<file path="src/rtl/ram_arbiter.sv">
// Purpose : two-requester round-robin arbiter in front of a single-port RAM
//           with a fixed read latency.
// Latency : write done 2 cycles after the request edge, read done RD_LAT+2.
// Backpressure: one access in flight; requests are sampled only in IDLE and
//               must be held until gnt, so a busy arbiter simply leaves
//               them waiting.
//
// Ports:
//   clk, rst                    clock, synchronous active-high reset
//   req0/1, we0/1               access request and write enable per requester
//   addr0/1, wdata0/1           operands per requester
//   gnt0/1                      one-cycle grant pulse (coincides with ram_en)
//   done0/1                     one-cycle completion pulse
//   rdata0/1                    last read result per requester
//   ram_en, ram_we              RAM strobe and write enable
//   ram_addr, ram_wdata         RAM operands (hold their last value)
//   ram_rdata                   RAM read data, valid RD_LAT cycles after ram_en
//   busy                        high while an access is in flight

module ram_arbiter #(
  parameter int DWIDTH = 16,
  parameter int RD_LAT = 1
) (
  input  logic              clk,
  input  logic              rst,
  input  logic              req0,
  input  logic              req1,
  input  logic              we0,
  input  logic              we1,
  input  logic [DWIDTH-1:0] addr0,
  input  logic [DWIDTH-1:0] addr1,
  input  logic [DWIDTH-1:0] wdata0,
  input  logic [DWIDTH-1:0] wdata1,
  output logic              gnt0,
  output logic              gnt1,
  output logic              done0,
  output logic              done1,
  output logic [DWIDTH-1:0] rdata0,
  output logic [DWIDTH-1:0] rdata1,
  output logic              ram_en,
  output logic              ram_we,
  output logic [DWIDTH-1:0] ram_addr,
  output logic [DWIDTH-1:0] ram_wdata,
  input  logic [DWIDTH-1:0] ram_rdata,
  output logic              busy
);

  typedef enum logic [1:0] {
    IDLE  = 2'd0,
    ISSUE = 2'd1,
    WAIT  = 2'd2,
    RESP  = 2'd3
  } state_t;

  // Counter value on the final WAIT cycle, i.e. the cycle ram_rdata is valid.
  localparam logic [2:0] LAST_CNT = 3'(RD_LAT - 1);

  state_t      state;
  logic        sel;       // requester owning the access in flight
  logic        last;      // requester granted most recently
  logic [2:0]  wait_cnt;
  logic        gnt0_q;
  logic        gnt1_q;
  logic        done0_q;
  logic        done1_q;
  logic        ram_en_q;
  logic        ram_we_q;
  logic        pick;

  // Lone requester always wins; on contention the one not granted last wins.
  always_comb begin
    pick = 1'b0;
    if (req0 && req1) begin
      pick = ~last;
    end else begin
      pick = req1;
    end
  end

  always_ff @(posedge clk) begin
    if (rst) begin
      state     <= IDLE;
      sel       <= 1'b0;
      last      <= 1'b1;  // makes requester 0 win the first contention
      wait_cnt  <= 3'd0;
      gnt0_q    <= 1'b0;
      gnt1_q    <= 1'b0;
      done0_q   <= 1'b0;
      done1_q   <= 1'b0;
      ram_en_q  <= 1'b0;
      ram_we_q  <= 1'b0;
      ram_addr  <= '0;
      ram_wdata <= '0;
      rdata0    <= '0;
      rdata1    <= '0;
    end else begin
      gnt0_q   <= 1'b0;
      gnt1_q   <= 1'b0;
      done0_q  <= 1'b0;
      done1_q  <= 1'b0;
      ram_en_q <= 1'b0;
      ram_we_q <= 1'b0;
      case (state)
        IDLE: begin
          if (req0 || req1) begin
            // ram_addr/ram_wdata/ram_we_q double as the operand latch, so
            // requester input changes after this edge cannot leak in.
            sel       <= pick;
            last      <= pick;
            gnt0_q    <= ~pick;
            gnt1_q    <= pick;
            ram_en_q  <= 1'b1;
            ram_we_q  <= pick ? we1 : we0;
            ram_addr  <= pick ? addr1 : addr0;
            ram_wdata <= pick ? wdata1 : wdata0;
            state     <= ISSUE;
          end
        end
        ISSUE: begin
          if (ram_we_q) begin
            done0_q <= ~sel;
            done1_q <= sel;
            state   <= RESP;
          end else begin
            wait_cnt <= 3'd0;
            state    <= WAIT;
          end
        end
        WAIT: begin
          if (wait_cnt == LAST_CNT) begin
            if (sel) begin
              rdata1 <= ram_rdata;
            end else begin
              rdata0 <= ram_rdata;
            end
            done0_q  <= ~sel;
            done1_q  <= sel;
            wait_cnt <= 3'd0;
            state    <= RESP;
          end else begin
            wait_cnt <= wait_cnt + 3'd1;
          end
        end
        RESP: begin
          state <= IDLE;
        end
        default: begin
          state <= IDLE;
        end
      endcase
    end
  end

  // Control outputs are forced low for the whole time rst is high, including
  // the first reset cycle before the reset edge has updated the registers.
  assign gnt0   = gnt0_q   & ~rst;
  assign gnt1   = gnt1_q   & ~rst;
  assign done0  = done0_q  & ~rst;
  assign done1  = done1_q  & ~rst;
  assign ram_en = ram_en_q & ~rst;
  assign ram_we = ram_we_q & ~rst;
  assign busy   = (state != IDLE) & ~rst;

endmodule

</file>
<file path="config.mk">
export PLATFORM = sky130hd
export DESIGN_NAME = ram_arbiter
export DESIGN_NICKNAME = d
export VERILOG_FILES = /design/src/rtl/ram_arbiter.sv
export SDC_FILE = /design/constraint.sdc
export NUM_CORES = 1
export LEC_CHECK = 0
export ABC_CLOCK_PERIOD_IN_PS = 2200
export BUFFER_PORTS_ARGS = -buffer_cell sky130_fd_sc_hd__buf_4
export CORE_UTILIZATION = 43
export DETAILED_ROUTE_END_ITERATION = 8
export PLACE_DENSITY = 0.82
export SYNTH_ARGS = -nofsm -noshare
export SYNTH_HDL_FRONTEND = slang
export SYNTH_SLANG_ARGS = --single-unit
</file>
<file path="constraint.sdc">
create_clock -name clk -period 2.2 [get_ports clk]
set_input_delay 0 -clock clk [delete_from_list [all_inputs] [get_ports clk]]
set_output_delay 0 -clock clk [all_outputs]
set_load 0.02 [all_outputs]
</file>
* Word level (Yosys, flattened, before mapping) *
Cells that the tools add are included.

storage, ports and cells
  word-level logic and storage cells = 65
  flip-flop bits (word level) = 77
  output and inout port bits = 71
  bits of input ports = 86

operators by class
  equality and inequality tests = 6
  $add $sub $neg = 1
  muxes and demuxes = 18
  bitwise logic cells = 13
  reduce and logical (&&, ||, !) cells = 13

operators with widths
  operator               count
  $mux W16               2
  $mux W1                8
  $pmux W2 S4            1
  $and A1 B1 Y1          7
  $mux W3                2
  $ne A2 B2 Y1 const B   3
  $not A1 Y1             6
  $pmux W3 S2            1
  $reduce_and A2 Y1      3
  $reduce_and A3 Y1      2
  $eq A2 B2 Y1 const B   2
  $mux W2                2
  $pmux W1 S2            2
  $reduce_bool A2 Y1     2
  $add A3 B1 Y3 const B  1
  $logic_not A3 Y1       1
  $reduce_or A3 Y1       1
  $eq A2 B1 Y1 const B   1
  $logic_not A2 Y1       1
  $reduce_or A2 Y1       1
  $logic_and A1 B1 Y1    1
  $logic_or A1 B1 Y1     1

* Depth between registers and ports, before layout *
  word-level depth = 3
  depth in mapped cells = 7
  mapped depth without buffers = 5

* Worst setup path before layout *
OpenSTA, ideal clock, no wires.

  path type = register to register
  from = reg state[0]
  to = reg rdata1[10]
  buffers on the path = 2
  library setup time = 0.132 ns
  cell stages (with the launch flop) = 8
  required time = 2.068 ns
  path slack = 0.769 ns
  arrival = 1.299 ns
  clock period less this slack = 1.431 ns
  cells stage by stage = dfxtp_1 inv_1 ha_1 buf_2 nand4b_1 buf_2 nand2_1 a21oi_1

between the ends
  longest elaborated chain between the ends = 2

RTL lines
  what                         RTL line  RTL
  start, declared              58        state_t state;
  start signal, assigned       82        state <= IDLE;
  start signal, assigned       116       state <= ISSUE;
  start signal, assigned       123       state <= RESP;
  $eq A2 B2 Y1                 103       case (state)
  $reduce_and A3 Y1 (no line)  n/a
  end signal, assigned         132       rdata1 <= ram_rdata;
  end, declared                39        output logic [DWIDTH-1:0] rdata1,

No other way between the ends.
A chain may end at the register's enable or synchronous reset.

* Worst setup path after layout *
  from = reg last
  to = reg ram_we_q

between the ends
  longest elaborated chain between the ends = 3

RTL lines
  what                    RTL line  RTL
  start, declared         60        logic last;
  start signal, assigned  109       last <= pick;
  $not A1 Y1              74        pick = ~last;
  $mux W1                 73        if (req0 && req1) begin
  $mux W1                 113       ram_we_q <= pick ? we1 : we0;
  end signal, assigned    113
  end, declared           67        logic ram_we_q;

No other way between the ends.

==> out/metrics.cfg <==
[die]
die_h_um = 90.3
rows = 31
pin_count = 157
die_width_um = 90.3
die-area_mm2 = 0.00815
initial_utilization_pct = 45.3
core_mm2 = 0.00741

[place]
dp_slack_ns = 0.436
place_congestion = 0.807
dp_hpwl_um = 6280
dp_cells = 625
io_buffer_count = 156
placed_area_mm2 = 0.00452

[final_layout]
layout-drive-gt1-share_pct = 35.6
layout_common_cells = buf_4, nand2_1, dfxtp_1
stdcell_count = 695
layout_commonest_cell = buf_4
area_growth_pct = 56.8
design_area_mm2 = 0.00526
finalNetCount = 682
antenna_cells = 0
post-route-util_pct = 71.0

[power]
total_power_mw = 5.39
irDropWorstVdd_uv = 800
p_leak_nw = 2.29
power_density_mw_per_mm2 = 1020

[clock_tree]
cts.reportedPaths.clkPinSlew_ns = 0.08
cts_root_buffer = clkbuf_8
clock-sinks = 77
clockBufferDepth = 2
numCtsBuffers = 9
htree_levels = 3
post_cts_buffers = 0
tritoncts = yes
clk_latency_ns = 0.34

[synthesis]
yosysTopAreaCell = dfxtp_1
yosysSeqAreaShare_pct = 46.0
synth.net_count = 487
ys.flop_type = dfxtp_1
yosysWarningCount = 0
synth.area.top_cells = dfxtp_1, nand2_1, a211oi_2, a21oi_1, nor2_1
yosysTopAreaCellShare_pct = 46.0
synth-seq-cells = 77
syn_avg_cell_area_um2 = 8.47
synth.cell_area_mm2 = 0.00335
synth_edf_count = 0
netlist_instances = 396
async_reset_ff_share_pct = 0
ys_types = 34

[worst_setup_path]
arrival_ns = 2.25
critPathRequiredTime_ns = 2.39
crit_type = flip-flop to flip-flop
startpoint_type = flip-flop
critical_path.max_fanout = 34
path_depth = 4
crit_buf_inv = 1
crit_slowest_cell = a21bo_2
rr_worst_depth = 4
cp_top_family = compound AO/OA/AOI/OAI gates
critPathMaxStageDelay_ns = 0.64
path_cells = a21bo_2 -> mux2i_1 -> dlygate4sd3_1 -> nor3_1
cp-end-kind = flip-flop

[grt]
antenna_found_initial = 0
grt_max_degree = 68
grt_overflow = 0
grt_pass1_vias = 3475
grt_usage_pct = 25.0
grt_pass1_wl_um = 16300

[routing]
routedWlPerCell_um = 14.8
firstDrtPassIters = 4
via_count = 3507
drtAntennaViolNets = 0
routed_wl_um = 10300
drt_iter0_markers = 126
viasPerCell = 5.05
route.detailed.drc = 0

[sta]
final-hold-violation-count = 0
postLayoutSetupSlackWorst_ns = 0.145
fmax_ghz = 0.487
rsz0062_at_grt = false
post-route-min-period_ns = 2.05
relSlewSlack_pct = 35.8
drv_slew = 0
final-setup-viol-count = 0
fin_skew_ns = 0.00509
worstMarginPinSlew_ns = 0.960
finalCritPeriodShare_pct = 93.4
holdWs_ns = 0.0263
tns_ns = 0

[worst_hold_path]
hold_path.class = primary input to flip-flop
hold_depth = 3

[flow_run]
max-cap-violations = 0

[run_status]
status = complete, no violations

## Yosys cell counts, types with 3 or more instances
master	number
a211oi_1	8
clkbuf_2	3
buf_2	14
dfxtp_1	77
ha_1	5
nor3_1	3
nand2b_1	4
nor2_1	37
a211oi_2	28
inv_1	5
nor2b_1	7
nand2_1	99
clkbuf_1	9
buf_6	3
a21oi_1	68
buf_4	3
## final timing paths
check	from	to	slack, ns
worst max register to register	last	ram_we_q	0.15
worst min-delay path	wdata1[15]	ram_wdata[15]	0.03
worst max-delay path	last	ram_we_q	0.15
worst min register to register	rdata1[2]	rdata1[2]	0.46
## sequential cells by signal (all words and copies together), names as in the netlist
signal	cells
rdata0	16
ram_addr	16
last	1
state	2
ram_en_q	1
gnt1_q	1
done0_q	1
wait_cnt	3
rdata1	16
done1_q	1
ram_wdata	16
sel	1
ram_we_q	1
gnt0_q	1
## repair_timing
| item | CTS | global route |
|---|---|---|
| hold endpoints to repair | 65 | 0 |
| gates resized for setup | 0 | 0 |
| hold buffers | 54 | 0 |
| setup endpoints to repair | 0 | 0 |
## where the power goes
| group | switching, mW | leakage (nW) | internal, mW |
|---|---|---|---|
| clock | 0.533 | 0.0965 | 0.484 |
| sequential | 0.173 | 0.631 | 1.70 |
| combinational | 1.45 | 1.56 | 1.04 |
## final cells by class
class / count / area (um^2)
Fill cell: 540 / 2150
Clock buffer: 11 / 151
Clock inverter: 5 / 42.5
Timing Repair Buffer: 216 / 1760
Tap cell: 99 / 124
Multi-Input combinational cell: 282 / 1620
Inverter: 5 / 18.8
Sequential cell: 77 / 1540
## kinds of logic (layout without fill, tap and decap cells)
group	after synthesis	after routing	share of synthesized area, %
muxes	2	2	0.597
AOI/OAI and AO/OA	116	116	25.8
adders and majority gates	5	5	1.87
DFF	77	77	46.0
buffers and inverters	37	237	5.78
and+or+nand+nor	159	159	20.0
## worst reg2reg max path, cell delays in order, from the launching register on
cell	delay, ns
dfxtp_1	0.41
a21bo_2	0.64
mux2i_1	0.25
dlygate4sd3_1	0.56
nor3_1	0.04
## per-layer routing
| layer | GRT usage [%] | up-vias | routed length (um) |
|---|---|---|---|
| met5 | 0 | - | 0 |
| met4 | 12.1 | 0 | 272 |
| met3 | 3.45 | 24 | 385 |
| met2 | 47.3 | 118 | 5630 |
| met1 | 27.0 | 1631 | 3960 |
| li1 | - | 1734 | - |
No activity file was read; power rests on OpenSTA's default activity.
